==> config.mk <==
export PLATFORM = sky130hd
export DESIGN_NAME = countdown_timer
export DESIGN_NICKNAME = d
export VERILOG_FILES = /design/src/rtl/countdown_timer.sv
export SDC_FILE = /design/constraint.sdc
export NUM_CORES = 1
export LEC_CHECK = 0
export CORE_MARGIN = 4
export CORE_UTILIZATION = 50
export DETAILED_ROUTE_END_ITERATION = 10
export PLACE_DENSITY = 0.74
export SLEW_MARGIN = 20
export SYNTH_ARGS = -nofsm -noshare
export SYNTH_HDL_FRONTEND = slang
export SYNTH_SLANG_ARGS = --single-unit
==> constraint.sdc <==
create_clock -name clk -period 6.6 [get_ports clk]
set_input_delay 0.99 -clock clk [delete_from_list [all_inputs] [get_ports clk]]
set_output_delay 0.99 -clock clk [all_outputs]
set_load 0.01 [all_outputs]
==> src/rtl/countdown_timer.sv <==
// Hour/minute/second countdown timer. Loads hh:mm:ss, counts down one
// second per TICKS_PER_SEC clocks while running, pulses done on reaching zero.
module countdown_timer #(
  parameter int TICKS_PER_SEC = 100000000
) (
  input  logic       clk,
  input  logic       reset,
  input  logic       load,
  input  logic [5:0] load_hour,
  input  logic [5:0] load_min,
  input  logic [5:0] load_sec,
  input  logic       start,
  input  logic       pause,
  output logic [5:0] hour,
  output logic [5:0] min,
  output logic [5:0] sec,
  output logic       running,
  output logic       done,
  output logic       load_err
);

  localparam int PW = $clog2(TICKS_PER_SEC);
  localparam logic [PW-1:0] TERM = PW'(TICKS_PER_SEC - 1);

  typedef enum logic [1:0] {IDLE, RUN, PAUSED, EXPIRED} state_t;

  state_t        state;
  logic [PW-1:0] presc;
  logic [5:0]    dec_hour, dec_min, dec_sec;
  logic          load_ok, time_zero, dec_zero;

  assign load_ok   = (load_hour <= 6'd23) && (load_min <= 6'd59) && (load_sec <= 6'd59);
  assign time_zero = (hour == 6'd0) && (min == 6'd0) && (sec == 6'd0);
  assign dec_zero  = (dec_hour == 6'd0) && (dec_min == 6'd0) && (dec_sec == 6'd0);

  // Borrow chain for one-second decrement; never evaluated on zero time.
  always_comb begin
    dec_hour = hour;
    dec_min  = min;
    dec_sec  = sec - 6'd1;
    if (sec == 6'd0) begin
      dec_sec = 6'd59;
      dec_min = min - 6'd1;
      if (min == 6'd0) begin
        dec_min  = 6'd59;
        dec_hour = hour - 6'd1;
      end
    end
  end

  // Control FSM, prescaler and time registers. A load strobe (accepted or
  // not) owns the cycle; a rejected load in RUN does not disturb counting.
  always_ff @(posedge clk or posedge reset) begin
    if (reset) begin
      state    <= IDLE;
      presc    <= '0;
      hour     <= 6'd0;
      min      <= 6'd0;
      sec      <= 6'd0;
      running  <= 1'b0;
      done     <= 1'b0;
      load_err <= 1'b0;
    end else begin
      done     <= 1'b0;
      load_err <= load && (state == RUN || !load_ok);
      if (load && load_ok && state != RUN) begin
        hour    <= load_hour;
        min     <= load_min;
        sec     <= load_sec;
        presc   <= '0;
        state   <= IDLE;
        running <= 1'b0;
      end else if (!load && pause && state == RUN) begin
        state   <= PAUSED;
        running <= 1'b0;
      end else if (!load && start && (state == IDLE || state == PAUSED) && !time_zero) begin
        state   <= RUN;
        running <= 1'b1;
      end else if (state == RUN) begin
        if (presc == TERM) begin
          presc <= '0;
          hour  <= dec_hour;
          min   <= dec_min;
          sec   <= dec_sec;
          if (dec_zero) begin
            state   <= EXPIRED;
            running <= 1'b0;
            done    <= 1'b1;
          end
        end else begin
          presc <= presc + 1'b1;
        end
      end
    end
  end

endmodule

==> results summary <==
Setup slack on the critical path of the routed design comes to 3100 ps. The most instantiated library cell after synthesis is sky130_fd_sc_hd__dfrtp_1. The maximum fanout encountered on the critical timing path came out at 20. For flop-to-flop paths, the worst setup slack is 3390 ps.

The count of buffering cells on the critical path with inverters included is 1. The final critical path takes up 53.0% of the cycle. The number of distinct library cell variants in the gate-level netlist after synthesis is 63. The die covers 7680 µm².

The worst slack after detailed placement is 2800 ps. Dividing the detail-routed wire length by the instance count gives 16.4 µm. In the final layout, flip-flops and latches occupy 1250 µm². The total setup buffers inserted after CTS is 0. The buffer depth of the longest clock path is 2. The maximum cell stage delay along the critical path is 560 ps. The number of sinks driven by the clock tree is 50.

Data on the critical path is required at its endpoint by 6810 ps. The area growth from synthesis to layout came out at 18.7%. The detailed router finished its first iteration with 156 violations. The floorplan die width came out at 87.6 µm. The run finished with clean final reports. The first detailed-routing pass took 4 iterations. Once the floorplan was initialized, standard cells occupied 52.6% of the core. For this run, asynchronously set or reset flops after synthesis account for 100%.

The peak clock frequency supported by timing came out at 0.286 GHz. The measured slew at the worst slew-check pin came out at 905 ps. After floorplanning, the core was divided into 28 placement rows. Summing the areas of all fa, ha and maj instances in the mapped netlist gives 1.97% of the synthesized area. The multiplexer share of the synthesized area came out at 0.355%.

The total overflow left after global routing is 0. In this run, CTS created clock tree buffers numbering 5. The critical path arrival came out at 3710 ps. Synthesis inferred 50 register bits. The complex-gate fraction of the synthesized area is 19.5%.

The pin count of the biggest net entering global routing came out at 51. The initial antenna violation count came out at 0. The worst setup path is captured at a flop. The via count of the first global-routing pass came out at 2,842. Clock-pin slew was measured on the worst setup and hold paths at 110 ps. Setup repair after global routing left no endpoint under its margin. The mean instance size in the synthesized netlist came out at 8.52 µm². The DRC violations left is 0.

The signal on the critical path passes through clkdlybuf4s50_1 -> and4_1 -> nor4_1 -> nand2_1 -> o21ai_1 -> nor3b_1 -> or3_1. During synthesis, Yosys emitted a total of 0 warnings. The most critical setup path has its endpoint at presc[16]. The smallest hold slack came out at 538 ps. The number of enable flip-flop cells after synthesis came out at 0. The number of max-capacitance violations reported came out at 0. The fraction of final layout cells sized beyond drive strength 1 came out at 6.36%. By area, the combinational part of the netlist is dominated by simple AND/OR/NAND/NOR gates. The area of the multi-input gates is 1780 µm². The number of top-level pins is 44. The count of final hold-check violations is 0.

The clock reaches the later pin of the worst-skew pair after 320 ps. The summed instance area of the synthesized netlist came out at 3170 µm². The xor/xnor cell area share of the yosys netlist is 4.97%.

The final count of negative-setup-slack endpoints is 0. The chip height is 87.6 µm. The critical path runs through a total of 7 cells. The number of max-slew violations in the final report is 0. The power per cell area came out at 338 nW/µm². The number of placed instances, taps included came out at 476. The static power due to leakage came out at 1.53 nW. The kind of cell with the highest combined delay on the critical path is simple AND/OR/NAND/NOR gates. The total negative slack came out at 0 ps. In this run the worst setup path begins at load_sec[4].

The global placer's final weighted congestion came out at 0.863. The routed design could run at a clock period as short as 3500 ps. The worst setup path category is input port to flop.

The origin of the critical flop-to-flop path is sec[0]. The overall via count from detail_route came out at 3,027. In the post-synthesis netlist, the biggest area contributors are sky130_fd_sc_hd__dfrtp_1 (39%), sky130_fd_sc_hd__nor2_1 (5.6%), sky130_fd_sc_hd__o21ai_0 (3.5%).

The biggest area consumer among synthesized cells is sky130_fd_sc_hd__dfrtp_1. The wire-length estimate of the detail-placed layout is 5.67 mm. The worst slew margin relative to its limit is 39.1%. In this run, post-CTS hold repair placed 0 buffers. The global router's overall resource usage is 21.8%.

The standard cell core area is 6030 µm². The number of fill cells came out at 564. The final cell count without fillers is 484. The first global-routing pass estimated 13.4 mm of wire. The proportion of netlist area held by the largest area contributor is 39.5%. Using the TritonRoute via totals, the vias-per-cell ratio works out to 6.25. The post-synth net total came out at 400. The maximum resistive drop on vdd is 237 µV.

The antenna diode instance count is 0. The endpoint of the lowest-slack register-to-register path is presc[16]. Input and output buffers added on the ports amount to 43. The commonest cells after synthesis are sky130_fd_sc_hd__dfrtp_1 (50), sky130_fd_sc_hd__nor2_1 (47), sky130_fd_sc_hd__nand2_1 (28). The clock root buffer is sky130_fd_sc_hd__clkbuf_8. The largest individual stage delay along the critical path comes from the cell sky130_fd_sc_hd__nand2_1. The final layout net count is 436. The dominant synthesized flop cell is sky130_fd_sc_hd__dfrtp_1. The remaining antenna violation count came out at 0.

The detailed-route wire length is 7.95 mm. STA classifies the critical path startpoint as an input port. The cell depth of the worst flop-to-flop path came out at 9. The simple-gate area share of the yosys netlist is 29.2%. The tightest min-delay check is of the flop to flop type.

TritonCTS built the clock tree. The number of instances in the synthesized netlist is 372. The fraction of the yosys area taken by sequential cells came out at 39.5%. The total number of H-tree levels is 2. The total of cells resized after clock tree synthesis is 0. The worst clock skew is 15.2 ps.
==> cell type report <==
type	instances	share of cell area, %
multi-input cells	288	47.3
flip-flops and latches	50	33.3
repair buffers	47	12.2
well taps	75	2.49
clock buffers	5	1.83
inverters	16	1.60
clock inverters	3	1.26
==> per-layer routing <==
layer	routed length (µm)	global-route usage [%]	share of wire, %
met2	3690	35.1	46
met1	3660	30.5	46
met5	0	0	0
met3	511	3.57	6.4
met4	86	6.28	1.1
==> worst reg2reg max path: stages (launching register included) <==
cell and delay [ps]:
sky130_fd_sc_hd__dfrtp_1 470, sky130_fd_sc_hd__inv_1 90, sky130_fd_sc_hd__ha_1 360, sky130_fd_sc_hd__nor4b_2 390
sky130_fd_sc_hd__and3_1 400, sky130_fd_sc_hd__a311oi_2 260, sky130_fd_sc_hd__o21bai_2 350, sky130_fd_sc_hd__buf_4 270
sky130_fd_sc_hd__and3_1 180, sky130_fd_sc_hd__or3_1 340
==> worst min path at each step <==
| stage | start | endpoint | slack [ps] | cells past startpoint |
|---|---|---|---|---|
| floorplan | presc[5] | presc[5] | 480 | 1 |
| global placement | presc[5] | presc[5] | 510 | 1 |
| detailed placement | presc[5] | presc[5] | 510 | 1 |
| CTS | presc[5] | presc[5] | 540 | 1 |
| global route | presc[5] | presc[5] | 570 | 1 |
| finish | presc[5] | presc[5] | 540 | 1 |
==> state kept, by name, summed over array words and instances (netlist names) <==
register / cells
done: 1
hour: 6
load_err: 1
min: 6
presc: 27
running: 1
sec: 6
state: 2
==> placed cells by master, fill, tap and decap left out, types with 2 or more instances in the layout <==
master / netlist / final
sky130_fd_sc_hd__o22a_1: 2 / 2
sky130_fd_sc_hd__a22o_1: 3 / 3
sky130_fd_sc_hd__dfrtp_1: 50 / 50
sky130_fd_sc_hd__nand3_1: 18 / 18
sky130_fd_sc_hd__nand4_1: 10 / 10
sky130_fd_sc_hd__nor2_1: 47 / 47
sky130_fd_sc_hd__and2_1: 2 / 2
sky130_fd_sc_hd__nand3b_1: 2 / 2
sky130_fd_sc_hd__nor4_2: 2 / 2
sky130_fd_sc_hd__o21ai_0: 22 / 22
sky130_fd_sc_hd__nor3_1: 9 / 9
sky130_fd_sc_hd__a22oi_1: 2 / 2
sky130_fd_sc_hd__clkdlybuf4s50_1: 0 / 43
sky130_fd_sc_hd__a2bb2oi_1: 2 / 2
sky130_fd_sc_hd__a31oi_1: 5 / 5
sky130_fd_sc_hd__and4_1: 6 / 6
sky130_fd_sc_hd__nor4b_1: 5 / 5
sky130_fd_sc_hd__buf_4: 0 / 4
sky130_fd_sc_hd__o21a_1: 2 / 2
sky130_fd_sc_hd__inv_1: 16 / 15
sky130_fd_sc_hd__ha_1: 5 / 5
sky130_fd_sc_hd__o21ai_1: 2 / 2
sky130_fd_sc_hd__nand2b_1: 4 / 4
sky130_fd_sc_hd__o22ai_1: 6 / 6
sky130_fd_sc_hd__a41oi_1: 2 / 2
sky130_fd_sc_hd__a21o_1: 3 / 3
sky130_fd_sc_hd__nor4_1: 8 / 8
sky130_fd_sc_hd__a21oi_1: 21 / 21
sky130_fd_sc_hd__nand2_1: 28 / 28
sky130_fd_sc_hd__or3_1: 4 / 4
sky130_fd_sc_hd__nor2b_1: 5 / 5
sky130_fd_sc_hd__clkbuf_8: 0 / 5
sky130_fd_sc_hd__o211ai_1: 3 / 3
sky130_fd_sc_hd__and3_1: 10 / 10
sky130_fd_sc_hd__xnor2_1: 6 / 6
sky130_fd_sc_hd__a21boi_0: 2 / 2
sky130_fd_sc_hd__xor2_1: 12 / 12
sky130_fd_sc_hd__a211oi_1: 3 / 3
==> cell families after synthesis <==
kind of cell,count (synthesis)
buf+inv,34
xor+xnor,18
mux,1
fa+ha+maj,5
compound gates,94
flops,50
simple gates,170
==> power by group <==
part	internal, mW	switching, mW
registers	0.382	0.125
clock network	0.115	0.114
logic	0.260	0.274
total	0.757	0.514
==> through the flow <==
step	cell area, µm²	utilization, %	power (mW)
finish	3760	62.4	1.27
global route	3760	62.4	1.36
CTS	3760	62.4	1.28
detailed placement	3650	60.5	1.05
global placement	3650	60.5	1.03
floorplan	3170	-	0.826
Power figures use the tool's default switching activity.
